<file path="config.mk">
export PLATFORM = sky130hd
export DESIGN_NAME = half_duplex_parity_link
export DESIGN_NICKNAME = d
export VERILOG_FILES = /design/src/rtl/half_duplex_parity_link.sv
export SDC_FILE = /design/constraint.sdc
export NUM_CORES = 1
export LEC_CHECK = 0
export CAP_MARGIN = 25
export CORE_ASPECT_RATIO = 0.8
export CORE_MARGIN = 2
export CORE_UTILIZATION = 55
export DETAILED_ROUTE_END_ITERATION = 10
export GPL_TIMING_DRIVEN = 0
export PLACE_DENSITY = 0.8
export SYNTH_ARGS = -nofsm -noshare
export SYNTH_HDL_FRONTEND = slang
export SYNTH_SLANG_ARGS = --single-unit
</file>
<file path="constraint.sdc">
create_clock -name clk -period 2.9 [get_ports clk]
set_input_delay 0.58 -clock clk [delete_from_list [all_inputs] [get_ports clk]]
set_output_delay 0.58 -clock clk [all_outputs]
set_load 0.02 [all_outputs]
</file>
<file path="src/rtl/half_duplex_parity_link.sv">
// Half-duplex serial link: one shared frame FSM either drives a parity-protected
// frame onto line_out or samples one from line_in, selected by dir at frame start.
module half_duplex_parity_link #(
  parameter int unsigned DATA_W  = 8,
  parameter int unsigned BIT_CYC = 4
) (
  input  logic              clk,
  input  logic              rst,
  input  logic              dir,
  input  logic [1:0]        tx_mode,
  input  logic              start,
  input  logic              stop,
  input  logic [DATA_W-1:0] din,
  input  logic              line_in,
  output logic              line_out,
  output logic              line_oe,
  output logic [DATA_W-1:0] dout,
  output logic              done,
  output logic              busy,
  output logic              par_err,
  output logic              frame_err
);

  localparam int unsigned CNT_W = $clog2(BIT_CYC + 2);
  localparam int unsigned IDX_W = (DATA_W > 1) ? $clog2(DATA_W) : 1;
  localparam int unsigned HALF  = BIT_CYC / 2;

  typedef enum logic [2:0] {IDLE, START, DATA, PARITY, STOP} state_t;

  state_t            state, state_n;
  logic [CNT_W-1:0]  cnt, cnt_n;
  logic [IDX_W-1:0]  idx, idx_n;
  logic [DATA_W-1:0] shreg, shreg_n;
  logic              rxd, rxd_n;
  logic              pen, pen_n;
  logic              odd, odd_n;
  logic              rx_bad, rx_bad_n;
  logic [DATA_W-1:0] dout_n;
  logic              pe_n, fe_n, done_n, busy_n;
  logic              line_out_n, line_oe_n, tx_act;
  logic              bit_end, sample;

  assign bit_end = (cnt == CNT_W'(BIT_CYC - 1));
  assign sample  = (cnt == CNT_W'(HALF));

  always_ff @(posedge clk or negedge rst) begin
    if (!rst) begin
      state     <= IDLE;
      cnt       <= '0;
      idx       <= '0;
      shreg     <= '0;
      rxd       <= 1'b0;
      pen       <= 1'b0;
      odd       <= 1'b0;
      rx_bad    <= 1'b0;
      dout      <= '0;
      par_err   <= 1'b0;
      frame_err <= 1'b0;
      done      <= 1'b0;
      busy      <= 1'b0;
      line_out  <= 1'b1;
      line_oe   <= 1'b0;
    end else begin
      state     <= state_n;
      cnt       <= cnt_n;
      idx       <= idx_n;
      shreg     <= shreg_n;
      rxd       <= rxd_n;
      pen       <= pen_n;
      odd       <= odd_n;
      rx_bad    <= rx_bad_n;
      dout      <= dout_n;
      par_err   <= pe_n;
      frame_err <= fe_n;
      done      <= done_n;
      busy      <= busy_n;
      line_out  <= line_out_n;
      line_oe   <= line_oe_n;
    end
  end

  // Next-state, counters and next values of the registered outputs.
  always_comb begin
    state_n  = state;
    cnt_n    = cnt;
    idx_n    = idx;
    shreg_n  = shreg;
    rxd_n    = rxd;
    pen_n    = pen;
    odd_n    = odd;
    rx_bad_n = rx_bad;
    dout_n   = dout;
    pe_n     = par_err;
    fe_n     = frame_err;
    done_n   = 1'b0;

    if (state != IDLE) cnt_n = bit_end ? '0 : cnt + CNT_W'(1);

    case (state)
      IDLE: begin
        cnt_n = '0;
        idx_n = '0;
        pen_n = (tx_mode == 2'b01) || (tx_mode == 2'b10);
        odd_n = (tx_mode == 2'b10);
        if (!dir && start && !stop) begin
          state_n = START;
          rxd_n   = 1'b0;
          shreg_n = din;
          pe_n    = 1'b0;
          fe_n    = 1'b0;
        end else if (dir && !line_in) begin
          state_n = START;
          rxd_n   = 1'b1;
        end
      end
      START: begin
        if (rxd && sample && line_in) begin
          state_n = IDLE;
        end else begin
          // Flags clear only once a receive start bit is confirmed.
          if (rxd && sample) begin
            pe_n = 1'b0;
            fe_n = 1'b0;
          end
          if (bit_end) state_n = DATA;
        end
      end
      DATA: begin
        if (rxd && sample) shreg_n[idx] = line_in;
        if (bit_end) begin
          if (idx == IDX_W'(DATA_W - 1)) state_n = pen ? PARITY : STOP;
          else idx_n = idx + IDX_W'(1);
        end
      end
      PARITY: begin
        if (rxd && sample) rx_bad_n = line_in ^ odd ^ (^shreg);
        if (bit_end) state_n = STOP;
      end
      STOP: begin
        if (rxd) begin
          // Receive ends one cycle after the stop sample, not at the bit end.
          cnt_n = cnt + CNT_W'(1);
          if (sample) begin
            dout_n = shreg;
            pe_n   = pen & rx_bad;
            fe_n   = ~line_in;
          end
          if (cnt == CNT_W'(HALF + 1)) begin
            state_n = IDLE;
            done_n  = 1'b1;
          end
        end else if (bit_end) begin
          state_n = IDLE;
          done_n  = 1'b1;
        end
      end
      default: state_n = IDLE;
    endcase

    // Abort leaves received data and flags untouched.
    if (state != IDLE && stop) begin
      state_n = IDLE;
      done_n  = 1'b0;
      cnt_n   = '0;
      idx_n   = '0;
      dout_n  = dout;
      pe_n    = par_err;
      fe_n    = frame_err;
    end

    busy_n     = (state_n != IDLE);
    tx_act     = busy_n && !rxd_n;
    line_oe_n  = tx_act;
    line_out_n = 1'b1;
    if (tx_act) begin
      case (state_n)
        START:   line_out_n = 1'b0;
        DATA:    line_out_n = shreg_n[idx_n];
        PARITY:  line_out_n = odd_n ^ (^shreg_n);
        default: line_out_n = 1'b1;
      endcase
    end
  end

endmodule

</file>
==> flow_metrics.env <==
export IMPL_status="finished clean"
export IMPL_final_cell_mix="dfrtp_1, clkdlybuf4s50_1, nand2_1"
export IMPL_grt_max_degree=36
export IMPL_ys_ff_latch=35
export IMPL_dr_pass1_iters=5
export IMPL_setup_viol=0
export IMPL_grt_pass1_wl_mm=7.88
export IMPL_maxSlewHeadroom_pct=47.2
export IMPL_timing_rr_start="cnt[0]"
export IMPL_hpwl_mm=3.70
export IMPL_clkSinkCount=35
export IMPL_max_freq_mhz=358
export IMPL_grt_ovfl_total=0
export IMPL_async_reset_ff_share_pct=100
export IMPL_end_kind="flop"
export IMPL_first_global_vias=1579
export IMPL_drc=0
export IMPL_seq_area_frac_synth_pct=40.5
export IMPL_ios=30
export IMPL_final_common_cell="dfrtp_1"
export IMPL_max_slew_worst_pin_slew_ns=0.792
export IMPL_grt_usage_pct=24.3
export IMPL_wl_per_cell_um=16.1
export IMPL_numCtsBuffers=5
export IMPL_p_leak_nw=1.05
export IMPL_fin_hold_ws_ns=0.372
export IMPL_power_density_mw_per_mm2=823
export IMPL_via_per_inst=5.76
export IMPL_start_kind="primary input"
export IMPL_fp_dieW_um=74.1
export IMPL_chipHeight_um=60.1
export IMPL_ant_nets=0
export IMPL_hold_buffers=0
export IMPL_synthFlopType="dfrtp_1"
export IMPL_area_growth_pct=20.6
export IMPL_vias=1781
export IMPL_initial_core_util_pct=57.3
export IMPL_die_area_mm2=0.00446
export IMPL_critPathKind="in -> reg"
export IMPL_clkTransAtPathRegs_ns=0.07
export IMPL_critical_path_required_ns=3.10
export IMPL_hp_class="in -> async"
export IMPL_antenna_cells=0
export IMPL_finClkSkew_ns=0.00303
export IMPL_syn_avg_cell_area_um2=9.93
export IMPL_cts_tree="built"
export IMPL_antenna_found_initial=0
export IMPL_rsz0062_at_grt="false"
export IMPL_core_area_mm2=0.00378
export IMPL_crit_fanout=6
export IMPL_cp_startpoint="stop"
export IMPL_placementRows=20
export IMPL_io_buffer_count=28
export IMPL_drive_gt1_share_pct=15.4
export IMPL_clk_latency_ns=0.29
export IMPL_synth_enable_flop_cells=0
export IMPL_ir_drop_mv=0.507
export IMPL_synth_top_area_share_pct=39.3
export IMPL_clk_path_buf_depth=2
export IMPL_nets=275
export IMPL_final_max_slew_viol_count=0
export IMPL_synth_top_area_cell="dfrtp_1"
export IMPL_cts_root_buf="clkbuf_8"
export IMPL_power_mw=2.15
export IMPL_yosysWarnings=0
export IMPL_cts_setup_buffers=0
export IMPL_drtIter0Drc=123
export IMPL_hold_violations=0
export IMPL_h_tree_depth=2
export IMPL_syn_nets=240
export IMPL_synth_area_leaders="dfrtp_1, xnor2_1, mux2_2"
export IMPL_gp_congestion=0.889
export IMPL_drv_cap=0
export IMPL_min_period_over_period_pct=96.2
export IMPL_syn_area_mm2=0.00216
export IMPL_syn_inst=218
export IMPL_wirelength_mm=4.99
export IMPL_layout_min_cycle_time_ns=2.79
export IMPL_critPathArrivalTime_ns=2.99
export IMPL_synth_cell_types=58
-- per-layer routing --
| metal | track usage (%) | vias to the layer above | routed length [µm] |
|---|---|---|---|
| met4 | 7.01 | 0 | 48 |
| met3 | 5.40 | 7 | 298 |
| met1 | 35.9 | 857 | 2420 |
| li1 | - | 858 | - |
| met2 | 35.7 | 59 | 2220 |
| met5 | 0 | - | 0 |
-- final cells by class --
class                   count  area, µm²
fillers                   308       1170
plain buffers               9       52.6
flip-flops and latches     35        877
repair buffers             28        275
well taps                  55       68.8
clock buffers               6       72.6
inverters                   9       33.8
clock inverters             2       12.5
multi-input cells         165       1220
-- synthesized netlist by cell type, drive strengths merged, types with 2 or more instances --
cell type and number:
dfrtp 34, o31ai 5, a31oi 5, a21boi 2, o311ai 3, or3 4, o31a 2, inv 9
nand3 2, a21oi 12, ha 6, nor2 20, clkbuf 6, nor2b 2, mux2 9, nand2 21
nand3b 3, nand2b 3, buf 3, xor2 2, and2 2, nor3 6, o221ai 2, o21ai 10
nand4 4, or2 3, xnor2 13, o211ai 8
-- report_power, final --
| group | internal (mW) | switching (mW) | total (mW) |
|---|---|---|---|
| clock network | 0.168 | 0.172 | 0.340 |
| registers | 0.604 | 0.105 | 0.710 |
| logic | 0.521 | 0.577 | 1.10 |
| total | 1.29 | 0.855 | 2.15 |
-- through the flow --
step / worst slack [ns] / setup TNS [ns] / utilization [%] / area [µm²] / cells
final: 0.109 / 0 / 69.1 / 2610 / 309
after global routing: 0.0130 / 0 / 69.1 / 2610 / 309
after CTS: 0.00908 / 0 / 68.6 / 2590 / 309
after detailed placement: -0.274 / -0.274 / 66.4 / 2510 / 301
after global placement: -0.253 / -0.253 / 66.5 / 2510 / 301
after floorplan: 0.474 / 0 / - / 2160 / 218
-- repair_timing --
action	4_1_cts	5_1_grt
setup endpoints to repair	0	1
endpoints found under the hold margin	0	0
gates resized for setup	0	3
-- path summary, 6_finish.rpt --
check / endpoint / cells past startpoint / slack [ns]
worst max-delay path: line_out / 9 / 0.11
worst min-delay path: done / 1 / 0.37
worst max register to register: line_out / 9 / 0.12
worst min register to register: frame_err / 2 / 0.49
max in group asynchronous: state[1] / 1 / 2.02
min in group clk: frame_err / 2 / 0.49
-- critical path: stages --
cell             delay (ns)
clkdlybuf4s50_1        0.54
or3b_1                 0.51
nor2_4                 0.22
nand2_1                0.12
o211ai_4               0.11
xnor2_1                0.19
xnor3_1                0.37
xnor2_1                0.23
o221ai_2               0.12
-- kinds of logic (layout without fill, tap and decap cells) --
kind of cell / after synthesis / after routing / share of synthesized area [%]
buf+inv: 18 / 54 / 3.99
flops: 35 / 35 / 40.5
xor+xnor: 16 / 16 / 7.11
compound gates: 55 / 55 / 19.1
mux: 11 / 11 / 6.19
simple gates: 76 / 76 / 19.1
fa+ha+maj: 7 / 7 / 3.93
-- sequential cells by signal, indices dropped and copies added (netlist names) --
name	flops
dout	8
rx_bad	1
frame_err	1
shreg	8
idx	3
done	1
par_err	1
cnt	3
odd	1
rxd	1
state	3
pen	1
busy	1
line_oe	1
line_out	1
Note: power is estimated with default switching activity, not from simulation.
